<file path="src/rtl/bridge_arbiter.sv">
// Round-robin arbiter sharing one core-chain request bus between bridge sources A and B.
// Optional read timeout enabled by defining BRIDGE_ARB_TIMEOUT_EN.
module bridge_arbiter #(
  parameter int ADDR_WIDTH     = 16,
  parameter int DATA_WIDTH     = 16,
  parameter int TIMEOUT_CYCLES = 64
) (
  input  logic                  clk,
  input  logic                  rst,
  input  logic [ADDR_WIDTH-1:0] a_req_addr,
  input  logic [DATA_WIDTH-1:0] a_req_data,
  input  logic                  a_req_rw,
  input  logic                  a_req_valid,
  output logic                  a_req_ready,
  output logic [DATA_WIDTH-1:0] a_res_data,
  output logic                  a_res_valid,
  input  logic [ADDR_WIDTH-1:0] b_req_addr,
  input  logic [DATA_WIDTH-1:0] b_req_data,
  input  logic                  b_req_rw,
  input  logic                  b_req_valid,
  output logic                  b_req_ready,
  output logic [DATA_WIDTH-1:0] b_res_data,
  output logic                  b_res_valid,
  output logic [ADDR_WIDTH-1:0] bus_addr,
  output logic [DATA_WIDTH-1:0] bus_data,
  output logic                  bus_rw,
  output logic                  bus_valid,
  input  logic [DATA_WIDTH-1:0] bus_rdata,
  input  logic                  bus_rvalid
);

  // state   | meaning
  // IDLE    | arbitrate, ready offered to the granted source
  // ISSUE   | bus_valid strobe with the latched request
  // WAIT    | read outstanding, waiting for bus_rvalid
  // RESPOND | res_valid strobe to the owning source
  typedef enum logic [1:0] {IDLE, ISSUE, WAIT, RESPOND} state_t;

  if (TIMEOUT_CYCLES < 1) begin : g_bad_timeout
    $error("TIMEOUT_CYCLES must be at least 1");
  end

  state_t state_q, state_d;
  logic   last_q, last_d, owner_q, owner_d;  // 1 = source B
  logic [ADDR_WIDTH-1:0] bus_addr_q, bus_addr_d;
  logic [DATA_WIDTH-1:0] bus_data_q, bus_data_d;
  logic [DATA_WIDTH-1:0] a_res_data_q, a_res_data_d, b_res_data_q, b_res_data_d;
  logic bus_rw_q, bus_rw_d, bus_valid_q, bus_valid_d;
  logic a_res_valid_q, a_res_valid_d, b_res_valid_q, b_res_valid_d;
  logic grant_b, accept, rsp_fire;
  logic [DATA_WIDTH-1:0] rsp_data;

`ifdef BRIDGE_ARB_TIMEOUT_EN
  localparam int TIMER_W = $clog2(TIMEOUT_CYCLES + 1);
  logic [TIMER_W-1:0] timer_q, timer_d;
`endif

  // On a tie the source that did not win last time gets the bus.
  assign grant_b     = b_req_valid && (!a_req_valid || !last_q);
  assign a_req_ready = (state_q == IDLE) && a_req_valid && !grant_b;
  assign b_req_ready = (state_q == IDLE) && grant_b;
  assign accept      = a_req_ready || b_req_ready;

  always_comb begin
    state_d       = state_q;
    last_d        = last_q;
    owner_d       = owner_q;
    bus_addr_d    = bus_addr_q;
    bus_data_d    = bus_data_q;
    bus_rw_d      = bus_rw_q;
    bus_valid_d   = 1'b0;
    a_res_data_d  = a_res_data_q;
    b_res_data_d  = b_res_data_q;
    a_res_valid_d = 1'b0;
    b_res_valid_d = 1'b0;
    rsp_fire      = 1'b0;
    rsp_data      = bus_rdata;
`ifdef BRIDGE_ARB_TIMEOUT_EN
    timer_d       = timer_q;
`endif
    case (state_q)
      IDLE: begin
        if (accept) begin
          owner_d     = grant_b;
          last_d      = grant_b;
          bus_addr_d  = grant_b ? b_req_addr : a_req_addr;
          bus_data_d  = grant_b ? b_req_data : a_req_data;
          bus_rw_d    = grant_b ? b_req_rw   : a_req_rw;
          bus_valid_d = 1'b1;
          state_d     = ISSUE;
        end
      end
      ISSUE: begin
        state_d = bus_rw_q ? IDLE : WAIT;
`ifdef BRIDGE_ARB_TIMEOUT_EN
        timer_d = TIMER_W'(TIMEOUT_CYCLES);
`endif
      end
      WAIT: begin
        if (bus_rvalid) begin
          rsp_fire = 1'b1;
          rsp_data = bus_rdata;
        end
`ifdef BRIDGE_ARB_TIMEOUT_EN
        else if (timer_q == '0) begin
          rsp_fire = 1'b1;
          rsp_data = '1;
        end else begin
          timer_d = timer_q - 1'b1;
        end
`endif
      end
      RESPOND: state_d = IDLE;
      default: state_d = IDLE;
    endcase
    if (rsp_fire) begin
      state_d = RESPOND;
      if (owner_q) begin
        b_res_valid_d = 1'b1;
        b_res_data_d  = rsp_data;
      end else begin
        a_res_valid_d = 1'b1;
        a_res_data_d  = rsp_data;
      end
    end
  end

  always_ff @(posedge clk or negedge rst) begin
    if (!rst) begin
      state_q       <= IDLE;
      last_q        <= 1'b1;
      owner_q       <= 1'b0;
      bus_addr_q    <= '0;
      bus_data_q    <= '0;
      bus_rw_q      <= 1'b0;
      bus_valid_q   <= 1'b0;
      a_res_data_q  <= '0;
      b_res_data_q  <= '0;
      a_res_valid_q <= 1'b0;
      b_res_valid_q <= 1'b0;
`ifdef BRIDGE_ARB_TIMEOUT_EN
      timer_q       <= '0;
`endif
    end else begin
      state_q       <= state_d;
      last_q        <= last_d;
      owner_q       <= owner_d;
      bus_addr_q    <= bus_addr_d;
      bus_data_q    <= bus_data_d;
      bus_rw_q      <= bus_rw_d;
      bus_valid_q   <= bus_valid_d;
      a_res_data_q  <= a_res_data_d;
      b_res_data_q  <= b_res_data_d;
      a_res_valid_q <= a_res_valid_d;
      b_res_valid_q <= b_res_valid_d;
`ifdef BRIDGE_ARB_TIMEOUT_EN
      timer_q       <= timer_d;
`endif
    end
  end

  assign bus_addr    = bus_addr_q;
  assign bus_data    = bus_data_q;
  assign bus_rw      = bus_rw_q;
  assign bus_valid   = bus_valid_q;
  assign a_res_data  = a_res_data_q;
  assign b_res_data  = b_res_data_q;
  assign a_res_valid = a_res_valid_q;
  assign b_res_valid = b_res_valid_q;

endmodule

</file>
<file path="config.mk">
export PLATFORM = sky130hd
export DESIGN_NAME = bridge_arbiter
export DESIGN_NICKNAME = d
export VERILOG_FILES = /design/src/rtl/bridge_arbiter.sv
export SDC_FILE = /design/constraint.sdc
export NUM_CORES = 1
export LEC_CHECK = 0
export ABC_AREA = 1
export CORE_MARGIN = 10
export CORE_UTILIZATION = 41
export CTS_CLUSTER_DIAMETER = 40
export DETAILED_ROUTE_END_ITERATION = 10
export GPL_TIMING_DRIVEN = 0
export PLACE_DENSITY_LB_ADDON = 0.12
export SETUP_SLACK_MARGIN = 0.4
export SYNTH_ARGS = -nofsm -noshare
export SYNTH_HDL_FRONTEND = slang
export SYNTH_SLANG_ARGS = --single-unit
</file>
<file path="constraint.sdc">
create_clock -name clk -period 1.69 [get_ports clk]
set_input_delay 0.169 -clock clk [delete_from_list [all_inputs] [get_ports clk]]
set_output_delay 0.169 -clock clk [all_outputs]
set_load 0.05 [all_outputs]
</file>
==> metrics.csv <==
metric;value;unit
synth.distinct_cells;17;
worst_slack;-0.0204;ns
seq_area_frac_synth;0.544;
cpMaxStageDelayCell;dfrtp_1;
path_clk_slew;0.08;ns
crit_path_max_incr_delay;0.42;ns
drive_gt1_frac;0.308;
grt_use_total;0.183;
grt_max_degree;73;
vias;3409;
powerDensity;2020;nW/um^2
maxCapViolCount;0;
grt.busiest_layer;met2;
clk_path_buf_depth;2;
core_area;7810;um^2
cts-root-buf;clkbuf_8;
cp.required;1.52;ns
vias_per_cell;4.85;
whs;0.292;ns
antenna_found_initial;0;
io-pin-count;157;
grt_pass1_vias;3508;
min_path_type;in2reg;
placed_cells;658;
layout_commonest_cell;nand2_1;
place_area;5040;um^2
crit_start;state_q[1];
dp_hpwl;7990;um
multi_input_area;1400;um^2
status;complete, but fails checks;
finalNonFillerCells;703;
synthCells;400;
cp.arrival;1.54;ns
ant_nets;0;
die_w;110;um
vdd_ir_drop_max;0.878;mV
row_count;32;
nets;683;
relSlewSlack;0.747;
synthToLayoutAreaGrowth;74.3;%
final_cell_mix;nand2_1 (150), clkdlybuf4s50_1 (84), dfrtp_1 (71);
htreeDepth;3;
drv_slew;0;
worstSetupStartpointType;flip-flop;
fin_crit;1.71;ns
netlist_area;3310;um^2
crit_path_frequent_cell;buf_8;
synth-seq-cells;72;
reg2reg_to;b_res_data[11];
chipHeight;110;um
crit_fanout;3;
finalHoldViolations;0;
rsz0062_at_grt;true;
regArea;1800;um^2
worst_slew_pin_slew;0.380;ns
violations;setup timing;
gp_congestion;0.760;
leakagePower;2.92;nW
path_cells;nor2_4 > nand2_2 > buf_6 > buf_8 > a21oi_4 > buf_8;
cts_buffers;9;
syn_nets;487;
fin_util;0.740;
crit_path_end;a_req_ready;
drtPass1Iterations;4;
cts.sinks;72;
stdcell_area;5770;um^2
drt_iter0_drc;134;
reg2reg_slack;0.19;ns
r2r_start;state_q[1];
port_buffers;155;
dieArea;12100;um^2
yosysWarningCount;0;
drt-total-wl;11500;um
drc;0;
routedWlPerCell;16.4;um
timing.final.crit_share;1.01;
endpoint_kind;output pin;
reg2reg_depth;9;
initial_core_util;0.424;
insertion_delay;0.35;ns
setup_violations;1;
fill_cells;600;
use_met2;0.314;
fin_setup_tns;-0.0204;ns
diodes;0;
avgSynthCellArea;8.28;um^2
critPathKind;reg2out;
clock.fmax;0.585;GHz
met1_usage;0.210;
cts_tree;yes;
grt_overflow;0;
clock_skew;0.0117;ns
grt_first_pass_wirelength;17500;um
grtUsageMet3;0.0597;
[flip-flops by register name, indices dropped and copies added (netlist names)]
name / cells
a_res_valid: 1
bus_data: 16
state_q: 2
last_q: 1
b_res_data: 16
bus_valid: 1
a_res_data: 16
b_res_valid: 1
owner_q: 1
bus_addr: 16
bus_rw: 1
[worst min path at each step]
stage,slack [ns],cells past startpoint,endpoint,from
after global routing,0.33,5,bus_data[2],b_req_valid
final,0.29,5,bus_data[2],b_req_valid
after floorplan,-0.13,0,a_res_data[0],rst
after global placement,0.47,2,b_res_data[9],b_res_data[9]
after CTS,0.30,5,bus_data[2],b_req_valid
after detailed placement,0.21,2,b_res_data[5],rst
[worst max-delay path, delay by kind of cell (launching register included)]
kind | cells | cell delay (ns)
and+or+nand+nor | 2 | 0.27
DFF | 1 | 0.42
AOI/OAI and AO/OA | 1 | 0.11
buffers and inverters | 3 | 0.39
[layer usage]
metal	vias to the layer above	part of all wire
met4	0	0.020
met3	17	0.085
met5	-	0
met2	111	0.51
li1	1670	-
met1	1611	0.39
[final cells by class]
| type | instances | share of cell area |
|---|---|---|
| Tap cell | 102 | 0.0221 |
| Timing Repair Buffer | 184 | 0.312 |
| Clock inverter | 6 | 0.0199 |
| Multi-Input combinational cell | 281 | 0.242 |
| Buffer | 27 | 0.0548 |
| Sequential cell | 72 | 0.312 |
| Clock buffer | 10 | 0.0221 |
| Inverter | 21 | 0.0147 |
[report_power, final]
group / switching [mW] / internal (mW) / leakage, nW
Clock: 0.668 / 0.992 / 0.117
Combinational: 4.59 / 2.44 / 1.90
Sequential: 0.465 / 2.52 / 0.902
Total: 5.72 / 5.96 / 2.92
[metrics by stage]
stage | power [mW] | worst slack [ns]
floorplan | 7.08 | 0.308
global placement | 9.29 | -2.04
detailed placement | 9.38 | -0.529
CTS | 11.5 | -0.00181
global route | 12.3 | -0.0830
finish | 11.7 | -0.0204
[repair_timing]
action | 4_1_cts | 5_1_grt
resized for setup | 307 | 93
endpoints found under the hold margin | 71 | 0
hold buffers | 1 | 0
pin swaps | 13 | 6
endpoints found under the setup margin | 110 | 112
buffers inserted | 12 | 7
cloned | 3 | 6
[cell usage after synthesis]
master | n | area, um^2
buf_2 | 12 | 60.1
nand3_2 | 3 | 30.0
nand2_1 | 170 | 638
nand3b_1 | 1 | 7.51
buf_6 | 11 | 124
nand3_1 | 67 | 335
nor2_2 | 2 | 12.5
inv_1 | 21 | 78.8
o211ai_1 | 1 | 7.51
o21ai_1 | 10 | 50.1
nand2_2 | 3 | 18.8
dfstp_2 | 1 | 26.3
a21oi_2 | 1 | 8.76
dfrtp_1 | 71 | 1780
clkbuf_2 | 1 | 5.00
o21ai_0 | 22 | 110
buf_4 | 3 | 22.5
[cells by family after synthesis]
| family | share of synthesized area |
|---|---|
| buffers and inverters | 0.0876 |
| and+or+nand+nor | 0.315 |
| DFF | 0.544 |
| AOI/OAI and AO/OA | 0.0533 |
Note: power is estimated with default switching activity, not from simulation.
